**src/rtl/clk_div_ctrl_if.sv**
```systemverilog
// ---------------------------------------------------------------------------
// clk_div_ctrl_if
// Purpose : Valid/ready configuration channel for the clk_div_ctrl divider.
//           The host (master) offers a new divide value plus a run/stop flag.
//           The divider (slave) takes the request in any cycle where both
//           cfg_valid and cfg_ready are high.
// Signals :
//   cfg_valid  master->slave  request valid
//   cfg_ready  slave->master  divider can take a request this cycle
//   cfg_div    master->slave  new divide value (half-period minus one)
//   cfg_en     master->slave  1 = run with cfg_div, 0 = stop the output
// ---------------------------------------------------------------------------
interface clk_div_ctrl_if #(
   parameter int WIDTH = 32
);
   logic             cfg_valid;
   logic             cfg_ready;
   logic [WIDTH-1:0] cfg_div;
   logic             cfg_en;

   // Host side drives the request fields and watches ready.
   modport master (
      output cfg_valid,
      output cfg_div,
      output cfg_en,
      input  cfg_ready
   );

   // Divider side consumes the request fields and drives ready.
   modport slave (
      input  cfg_valid,
      input  cfg_div,
      input  cfg_en,
      output cfg_ready
   );
endinterface

```
**src/rtl/clk_div_ctrl.sv**
```systemverilog
// ---------------------------------------------------------------------------
// clk_div_ctrl
// Purpose : Run-time controller for a counter-based clock divider.
//           It owns the divide counter and accepts new divide ratios and
//           run/stop requests over a valid/ready channel. A new setting only
//           takes effect once the current output period has completed
//           (on the high->low edge of o_clk_out), so the divided clock never
//           produces a runt pulse.
// Parameters :
//   WIDTH        width of the divide value and the internal counter
//   DEFAULT_DIV  divide value loaded at reset (half-period = DEFAULT_DIV+1)
//   START_EN     1 = come out of reset already running, 0 = come out stopped
// Ports :
//   i_clk_in   system clock
//   i_rst      asynchronous reset, active high
//   i_ce       count enable; counter and output freeze while low
//   cfg        configuration channel (slave side of clk_div_ctrl_if)
//   o_clk_out  divided clock, registered
//   o_tick     one-cycle pulse in the cycle o_clk_out has just risen
//   o_busy     high while a request is pending or being loaded
// ---------------------------------------------------------------------------
module clk_div_ctrl #(
   parameter int               WIDTH       = 32,
   parameter logic [WIDTH-1:0] DEFAULT_DIV = '0,
   parameter bit               START_EN    = 1'b0
) (
   input  logic          i_clk_in,
   input  logic          i_rst,
   input  logic          i_ce,
   clk_div_ctrl_if.slave cfg,
   output logic          o_clk_out,
   output logic          o_tick,
   output logic          o_busy
);

   // OFF  : output parked low, counter cleared, waiting for a run request.
   // RUN  : dividing with the current ratio, ready for a request.
   // PEND : a request is held in the shadow, still dividing with the old
   //        ratio until the current period ends.
   // LOAD : single cycle that copies the shadow ratio in and restarts.
   typedef enum logic [1:0] {
      S_OFF  = 2'd0,
      S_RUN  = 2'd1,
      S_PEND = 2'd2,
      S_LOAD = 2'd3
   } state_t;

   localparam state_t RESET_STATE = START_EN ? S_RUN : S_OFF;

   state_t           r_state;
   state_t           w_nextState;

   logic [WIDTH-1:0] r_cnt;
   logic [WIDTH-1:0] r_divReg;
   logic [WIDTH-1:0] r_shadowDiv;
   logic             r_shadowEn;
   logic             r_clkOut;
   logic             r_tick;
   logic             r_ready;
   logic             r_busy;

   logic             w_accept;
   logic             w_step;
   logic             w_wrap;
   logic             w_rise;
   logic             w_fall;
   logic             w_readyNext;
   logic             w_tickNext;

   // A request is taken whenever the host offers one while we are ready.
   // Ready is a register that always mirrors "state is OFF or RUN", so this
   // handshake is equivalent to checking the current state directly.
   assign w_accept = cfg.cfg_valid & r_ready;

   // A divide step happens only while dividing and enabled. The counter is
   // compared for equality only, so a divide value of all ones is legal and
   // the counter never has to go past it.
   assign w_step = i_ce & ((r_state == S_RUN) | (r_state == S_PEND));
   assign w_wrap = w_step & (r_cnt == r_divReg);
   assign w_rise = w_wrap & ~r_clkOut;
   assign w_fall = w_wrap &  r_clkOut;

   // State register. Reset drops any pending request on the floor because
   // the shadow is also cleared and the state leaves PEND.
   always_ff @(posedge i_clk_in or posedge i_rst) begin
      if (i_rst) begin
         r_state <= RESET_STATE;
      end else begin
         r_state <= w_nextState;
      end
   end

   // Next-state logic. In RUN the accept cycle still divides with the old
   // ratio, and because the move to PEND only lands on the next edge, a
   // falling step in that same accept cycle cannot end the pending period.
   always_comb begin
      w_nextState = r_state;
      case (r_state)
         S_OFF: begin
            if (w_accept && cfg.cfg_en) begin
               w_nextState = S_LOAD;
            end
         end
         S_RUN: begin
            if (w_accept) begin
               w_nextState = S_PEND;
            end
         end
         S_PEND: begin
            if (w_fall) begin
               w_nextState = r_shadowEn ? S_LOAD : S_OFF;
            end
         end
         S_LOAD: begin
            w_nextState = S_RUN;
         end
         default: begin
            w_nextState = RESET_STATE;
         end
      endcase
   end

   // Output decode, computed one cycle early from the next state so that
   // ready, busy and tick all leave the block straight from flops.
   always_comb begin
      w_readyNext = 1'b0;
      w_tickNext  = 1'b0;
      if ((w_nextState == S_OFF) || (w_nextState == S_RUN)) begin
         w_readyNext = 1'b1;
      end
      w_tickNext = w_rise;
   end

   // Datapath: shadow capture, divide counter, ratio register and the
   // registered outputs.
   always_ff @(posedge i_clk_in or posedge i_rst) begin
      if (i_rst) begin
         r_cnt       <= '0;
         r_divReg    <= DEFAULT_DIV;
         r_shadowDiv <= '0;
         r_shadowEn  <= 1'b0;
         r_clkOut    <= 1'b0;
         r_tick      <= 1'b0;
         r_ready     <= 1'b1;
         r_busy      <= 1'b0;
      end else begin
         r_tick  <= w_tickNext;
         r_ready <= w_readyNext;
         r_busy  <= ~w_readyNext;

         if (w_accept) begin
            r_shadowDiv <= cfg.cfg_div;
            r_shadowEn  <= cfg.cfg_en;
         end

         case (r_state)
            S_OFF: begin
               r_cnt    <= '0;
               r_clkOut <= 1'b0;
               // A stop request while already stopped just updates the ratio.
               if (w_accept && !cfg.cfg_en) begin
                  r_divReg <= cfg.cfg_div;
               end
            end
            S_RUN, S_PEND: begin
               if (w_step) begin
                  if (r_cnt == r_divReg) begin
                     r_cnt    <= '0;
                     r_clkOut <= ~r_clkOut;
                  end else begin
                     r_cnt <= r_cnt + WIDTH'(1);
                  end
               end
               // A pending stop request keeps its ratio for the next start.
               if ((r_state == S_PEND) && w_fall && !r_shadowEn) begin
                  r_divReg <= r_shadowDiv;
               end
            end
            S_LOAD: begin
               r_divReg <= r_shadowDiv;
               r_cnt    <= '0;
               r_clkOut <= 1'b0;
            end
            default: begin
               r_cnt    <= '0;
               r_clkOut <= 1'b0;
            end
         endcase
      end
   end

   assign cfg.cfg_ready = r_ready;
   assign o_clk_out     = r_clkOut;
   assign o_tick        = r_tick;
   assign o_busy        = r_busy;

endmodule

```
**src/flat_wrapper.sv**
```systemverilog
// flat-port wrapper written by rule: the top's interface ports become plain ports
module clk_div_ctrl_flat 
#(
   parameter int               WIDTH       = 32,
   parameter logic [WIDTH-1:0] DEFAULT_DIV = '0,
   parameter bit               START_EN    = 1'b0
)
  (i_clk_in, i_rst, i_ce, o_clk_out, o_tick, o_busy, cfg_cfg_valid, cfg_cfg_div, cfg_cfg_en, cfg_cfg_ready);
  clk_div_ctrl_if #(.WIDTH(WIDTH)) cfg_i ();
  input  logic i_clk_in;
  input  logic i_rst;
  input  logic i_ce;
  output logic o_clk_out;
  output logic o_tick;
  output logic o_busy;
  input wire logic [$bits(cfg_i.cfg_valid)-1:0] cfg_cfg_valid;
  input wire logic [$bits(cfg_i.cfg_div)-1:0] cfg_cfg_div;
  input wire logic [$bits(cfg_i.cfg_en)-1:0] cfg_cfg_en;
  output wire logic [$bits(cfg_i.cfg_ready)-1:0] cfg_cfg_ready;
  assign cfg_i.cfg_valid = cfg_cfg_valid;
  assign cfg_i.cfg_div = cfg_cfg_div;
  assign cfg_i.cfg_en = cfg_cfg_en;
  assign cfg_cfg_ready = cfg_i.cfg_ready;
  clk_div_ctrl #(.WIDTH(WIDTH), .DEFAULT_DIV(DEFAULT_DIV), .START_EN(START_EN)) u_core (.i_clk_in(i_clk_in), .i_rst(i_rst), .i_ce(i_ce), .cfg(cfg_i), .o_clk_out(o_clk_out), .o_tick(o_tick), .o_busy(o_busy));
endmodule
```
**config.mk**
```make
export PLATFORM = sky130hd
export DESIGN_NAME = clk_div_ctrl_flat
export DESIGN_NICKNAME = d
export VERILOG_FILES = /design/src/rtl/clk_div_ctrl_if.sv /design/src/rtl/clk_div_ctrl.sv /design/src/flat_wrapper.sv
export SDC_FILE = /design/constraint.sdc
export NUM_CORES = 1
export LEC_CHECK = 0
export BUFFER_PORTS_ARGS = -buffer_cell sky130_fd_sc_hd__buf_2
export CORE_UTILIZATION = 35
export CTS_CLUSTER_SIZE = 20
export DETAILED_ROUTE_END_ITERATION = 6
export PLACE_DENSITY_LB_ADDON = 0.1
export SYNTH_ARGS = -nofsm -noshare
export SYNTH_HDL_FRONTEND = slang
export SYNTH_SLANG_ARGS = --single-unit
```
**constraint.sdc**
```tcl
create_clock -name i_clk_in -period 3.4 [get_ports i_clk_in]
set_clock_uncertainty 0.1 [all_clocks]
set_input_delay 0.34 -clock i_clk_in [delete_from_list [all_inputs] [get_ports i_clk_in]]
set_output_delay 0.34 -clock i_clk_in [all_outputs]
set_load 0.005 [all_outputs]
```
Yosys cells after proc, flatten, opt, wreduce, memory -nomap -nowiden
Index checks and enable logic that the tools add are counted.

word-level totals
  register bits after elaboration = 103
  input port bits = 37
  output and inout bits = 4
  word-level logic and storage cells = 55

cells by class
  add/sub/neg operators = 1
  equality and inequality tests = 9
  mux-type cells = 15
  bitwise operators = 8
  reductions and logical operators = 13

operator list
  operator                                                number
  two-way mux 32 bit                                      4
  case mux 32 bit (3 select lines)                        1
  case mux 32 bit (2 select lines)                        1
  adder 32 x 1 -> 32 bit (second input constant)          1
  == test 32 bit                                          1
  two-way mux 2 bit                                       4
  inequality test 2 x 1 -> 1 bit (second input constant)  4
  case mux 2 bit (4 select lines)                         1
  bitwise AND 1 bit                                       5
  == test 2 x 1 -> 1 bit (second input constant)          2
  == test 2 bit (second input constant)                   2
  logical AND 1 bit                                       4
  logical NOT 2 bit                                       2
  AND reduction 2 bit                                     2
  OR reduction 2 bit                                      2
  two-way mux 1 bit                                       3
  logical NOT 1 bit                                       2
  inverter 1 bit                                          2
  case mux 1 bit (2 select lines)                         1
  logical OR 1 bit                                        1
  bitwise OR 1 bit                                        1

Depth between registers and ports, before layout
  word-level depth = 11
  depth in mapped cells = 8
  mapped depth without buffers = 7

Worst setup path before layout
OpenSTA, ideal clock, no wires.

  path type = register to register
  from = reg u_core.r_state[0]
  to = reg u_core.r_cnt[20]
  library setup time = 0.121 ns
  arrival time = 2.182 ns
  setup slack = 0.997 ns
  stages on the path, launching flop included = 9
  buffers on the path = 1
  clock period less this slack = 2.403 ns
  path through = dfrtp_1 > inv_1 > ha_1 > nor2b_1 > or4b_1 > buf_2 > or3b_1 > xor2_1 > nor2_1

on the way
  word-level cells in the longest chain between the ends = 4
  elaborated cells on any way between the ends = 10
  classes of those cells = 4 x eq/ne; 1 x mux; 2 x bitwise; 3 x reduce/logical

RTL lines
  element                                                  RTL line                                 RTL
  start: declaration                                       clk_div_ctrl.sv:50                       state_t r_state;
  start signal: assignment                                 clk_div_ctrl.sv:89                       r_state <= w_nextState;
  == test 2 x 1 -> 1 bit or == test 2 bit (tied branches)  clk_div_ctrl.sv:78, clk_div_ctrl.sv:156
  bitwise OR 1 bit                                         clk_div_ctrl.sv:78                       assign w_step = i_ce & ((r_state == S_RUN) | (r_state == S_PEND));
  bitwise AND 1 bit                                        clk_div_ctrl.sv:78
  inequality test 2 x 1 -> 1 bit (no line)                 --
  end signal: assignment                                   clk_div_ctrl.sv:171                      r_cnt <= r_cnt + WIDTH'(1);
  end: declaration                                         clk_div_ctrl.sv:53                       logic [WIDTH-1:0] r_cnt;

Parallel ways exist; a longest one is shown, timed or not.
A chain may end at the register's enable or synchronous reset.

Final worst setup path
  from = reg u_core.r_cnt[25]
  to = reg u_core.r_cnt[25]

on the way
  word-level cells in the longest chain between the ends = 4
  elaborated cells on any way between the ends = 5
  classes of those cells = 1 x add/sub; 1 x eq/ne; 3 x mux

RTL lines
  element                                                   RTL line                                  RTL
  adder 32 x 1 -> 32 bit or == test 32 bit (tied branches)  clk_div_ctrl.sv:171, clk_div_ctrl.sv:167
  two-way mux 32 bit (*)                                    clk_div_ctrl.sv:167                       if (r_cnt == r_divReg) begin
  two-way mux 32 bit (*)                                    clk_div_ctrl.sv:166                       if (w_step) begin
  case mux 32 bit (2 select lines) (*)                      clk_div_ctrl.sv:156                       case (r_state)

Every way passes the cells marked *; elsewhere a longest branch is shown, timed or not. The select of a mux whose other input is x is not followed.

==> run metrics <==
Clock power frac=0.211; PostCTS Resize Cnt=0; Setup CP Type=reg -> reg; Pwr Density=just under 800 nW/um^2; initial drt markers=around 160; Final min period=2.69 ns; r2r worst-path depth=6; grt total ovfl=0; multi-input logic area=~2600 um^2; Max transition margin=0.397; pin slew with the least headroom to its limit=0.898 ns; Synth async-reset ratio=1.00; combinational share of power=0.387; P_int=approximately 3.1 mW; Die Wd=around 120 um; TritonCTS Sinks=103; Die Y=around 120 um; Final Hold Fails=0; Final Cell Area=about 6000 um^2; sequential share of the synthesized area=0.488; ANT cells=0; CP startpoint kind=register; Post-synth EDFFs=0; # rows=44; Layout area overhead=13.8%; vias in the first global route=between 3000 and 4000; dominant synthesized flop cell=dfrtp_1; Residual DRC=4; WP data required=roughly 3.5 ns; failing checks=design-rule violations; Leak=about 2.6 nW; Placer Congestion=just under 0.8; Num CTS Buffers=9; Mapped Avg Cell Area=about 12 um^2; maxcap violations=0; setup total negative slack=0 ns; CP Capture Point=u_core.r_cnt[25]; dpl hpwl=about 7900 um; clock tree root driver cell=clkbuf_16; CP startpoint=u_core.r_cnt[25]; Peak Freq=about 0.37 GHz; post-DR wirelength/cell=16.2 um; Worst setup EP type=register; sw power=between 1.5 and 2 mW; worst min-delay path category=in -> async; Syn Inst Count=between 400 and 500; Core Region=14600 um^2; Post-DP Area=about 5700 um^2; final wirelength=roughly 11000 um; Nets=between 500 and 600; most frequent cells in the layout=dfrtp_1 (102), mux2_2 (66), xor2_1 (53), buf_2 (40), nor2_1 (35); commonest non-fill, non-tap cell in the layout=dfrtp_1; CTS tree=yes; YS warnings=0; RSZ-0062 raised after global routing=false; FF+latch count, synth=~100; Post-Syn Area=5280 um^2; Sequential Area=between 2000 and 3000 um^2; worst reg2reg endpoint=u_core.r_cnt[25]; Post-CTS Hold Fix Bufs=0; starting density of the core=0.361; die area=15600 um^2; first-pass GRT wire length=about 19000 um; Post-CTS Setup Bufs=0; switching part of the total=0.342; deepest clock path buffer count=2; VDD IR max=about 380 uV; setup slack, reg-to-reg=0.71 ns; crit share post-route=0.791; DR vias=about 3400; total track usage=0.155; share of cells above drive strength 1=0.297; H-tree Lvls=3; largest net degree at the start of global routing=53; arrival time worst endpoint=2.82 ns; initial antenna violation count=0; crit path max fanout=26; Top Ports=about 40; run status=complete, but fails checks; Worst-path clk slew=0.07 ns; worst skew pair latency=around 0.35 ns; distinct cell type count after synthesis=51; Crit Reg-Reg Startpoint=u_core.r_cnt[25]; syn_nets=about 480; setup violators final=0; Slew Limit Fails=0; DRT Pass-1 Iters=6; fill cell count=1426; ANT nets after route=0; port buffer count=40; via density per instance=between 5 and 6; Flop pwr share=0.401
-- worst min-delay path by stage --
stage,start,to,slack (ns),cells after the start
6_report,i_rst,u_core.r_shadowDiv[8],0.002,2
5_1_grt,i_rst,u_core.r_shadowDiv[10],0.06,2
4_1_cts,i_rst,u_core.r_shadowDiv[10],0.02,2
3_5_place_dp,u_core.r_shadowEn,u_core.r_shadowEn,0.36,2
2_1_floorplan,u_core.r_shadowEn,u_core.r_shadowEn,0.34,2
3_3_place_gp,u_core.r_shadowEn,u_core.r_shadowEn,0.36,2
-- critical path: stages, from the launching register on --
cell and delay (ns):
dfrtp_1 0.43, xor2_1 0.21, nor4_1 0.52, nand4_2 0.37, o31ai_2 0.44, buf_4 0.36
nor2_1 0.10
-- synthesized netlist by cell type, types with 2 or more instances --
master	number	area share
buf_2	6	0.0057
nor2_1	35	0.025
buf_6	3	0.0064
mux2_1	30	0.064
xnor2_1	8	0.013
or2_2	2	0.0024
and3_1	5	0.0059
o311ai_0	2	0.0033
mux2_2	66	0.14
nor4_1	8	0.0095
nand4_1	16	0.019
and4_1	3	0.0050
nand2b_1	5	0.0059
inv_1	9	0.0064
ha_1	6	0.014
nor4_2	4	0.0095
xor2_1	53	0.088
a21o_1	2	0.0028
o41ai_1	2	0.0033
nand3_1	10	0.0095
o21bai_1	3	0.0043
nor3_1	5	0.0047
and2_1	4	0.0047
clkbuf_1	6	0.0043
dfrtp_1	102	0.48
a21oi_1	4	0.0038
nand2_1	18	0.013
-- per-stage QoR --
| stage | utilization | worst slack (ns) | std cells | hold WS [ns] | power [mW] |
|---|---|---|---|---|---|
| 2_1_floorplan | - | 0.258 | 441 | 0.338 | 3.32 |
| 3_3_place_gp | 0.391 | 0.683 | 660 | 0.360 | 3.75 |
| 3_5_place_dp | 0.391 | 0.677 | 660 | 0.361 | 3.78 |
| 4_1_cts | 0.410 | 0.643 | 676 | 0.0212 | 4.82 |
| 5_1_grt | 0.410 | 0.514 | 676 | 0.0608 | 5.06 |
| 6_report | 0.410 | 0.711 | 676 | 0.00186 | 4.71 |
-- power groups by stage --
stage                     Sequential, mW  Clock [mW]  Combinational, mW
after floorplan                     1.83           0               1.49
after global placement              1.91           0               1.84
after detailed placement            1.92           0               1.86
after CTS                           1.90        1.04               1.87
after global routing                1.95        1.08               2.03
final                               1.89       0.995               1.83
-- logic make-up after synthesis --
kind of cell             after synthesis  synth area share
buffers and inverters                 26            0.0249
adder cells (fa/ha/maj)                6            0.0142
multiplexers                          97             0.207
XOR/XNOR                              61             0.101
flip-flops                           103             0.488
AO/OA/AOI/OAI                         24            0.0363
AND/OR/NAND/NOR                      124             0.129
-- layout make-up --
cell class                      count  area share
Multi-Input combinational cell    312       0.429
Clock buffer                       12      0.0427
Inverter                            9     0.00604
Clock inverter                      4     0.00479
Timing Repair Buffer               52      0.0504
Tap cell                          184      0.0383
Sequential cell                   103       0.429
-- per-layer routing --
layer	share of wire	track usage
met1	0.46	0.196
met5	0	0
met3	0.036	0.0378
met4	0.018	0.0617
met2	0.48	0.256
-- sequential cells by signal, indices dropped and copies added, names as in the netlist --
register,cells
u_core.o_tick,1
u_core.o_clk_out,1
u_core.r_shadowDiv,32
u_core.r_divReg,32
u_core.r_cnt,32
u_core.r_state,2
u_core.o_busy,1
u_core.r_shadowEn,1
u_core.cfg.cfg_ready,1
Note: power is estimated with default switching activity, not from simulation.
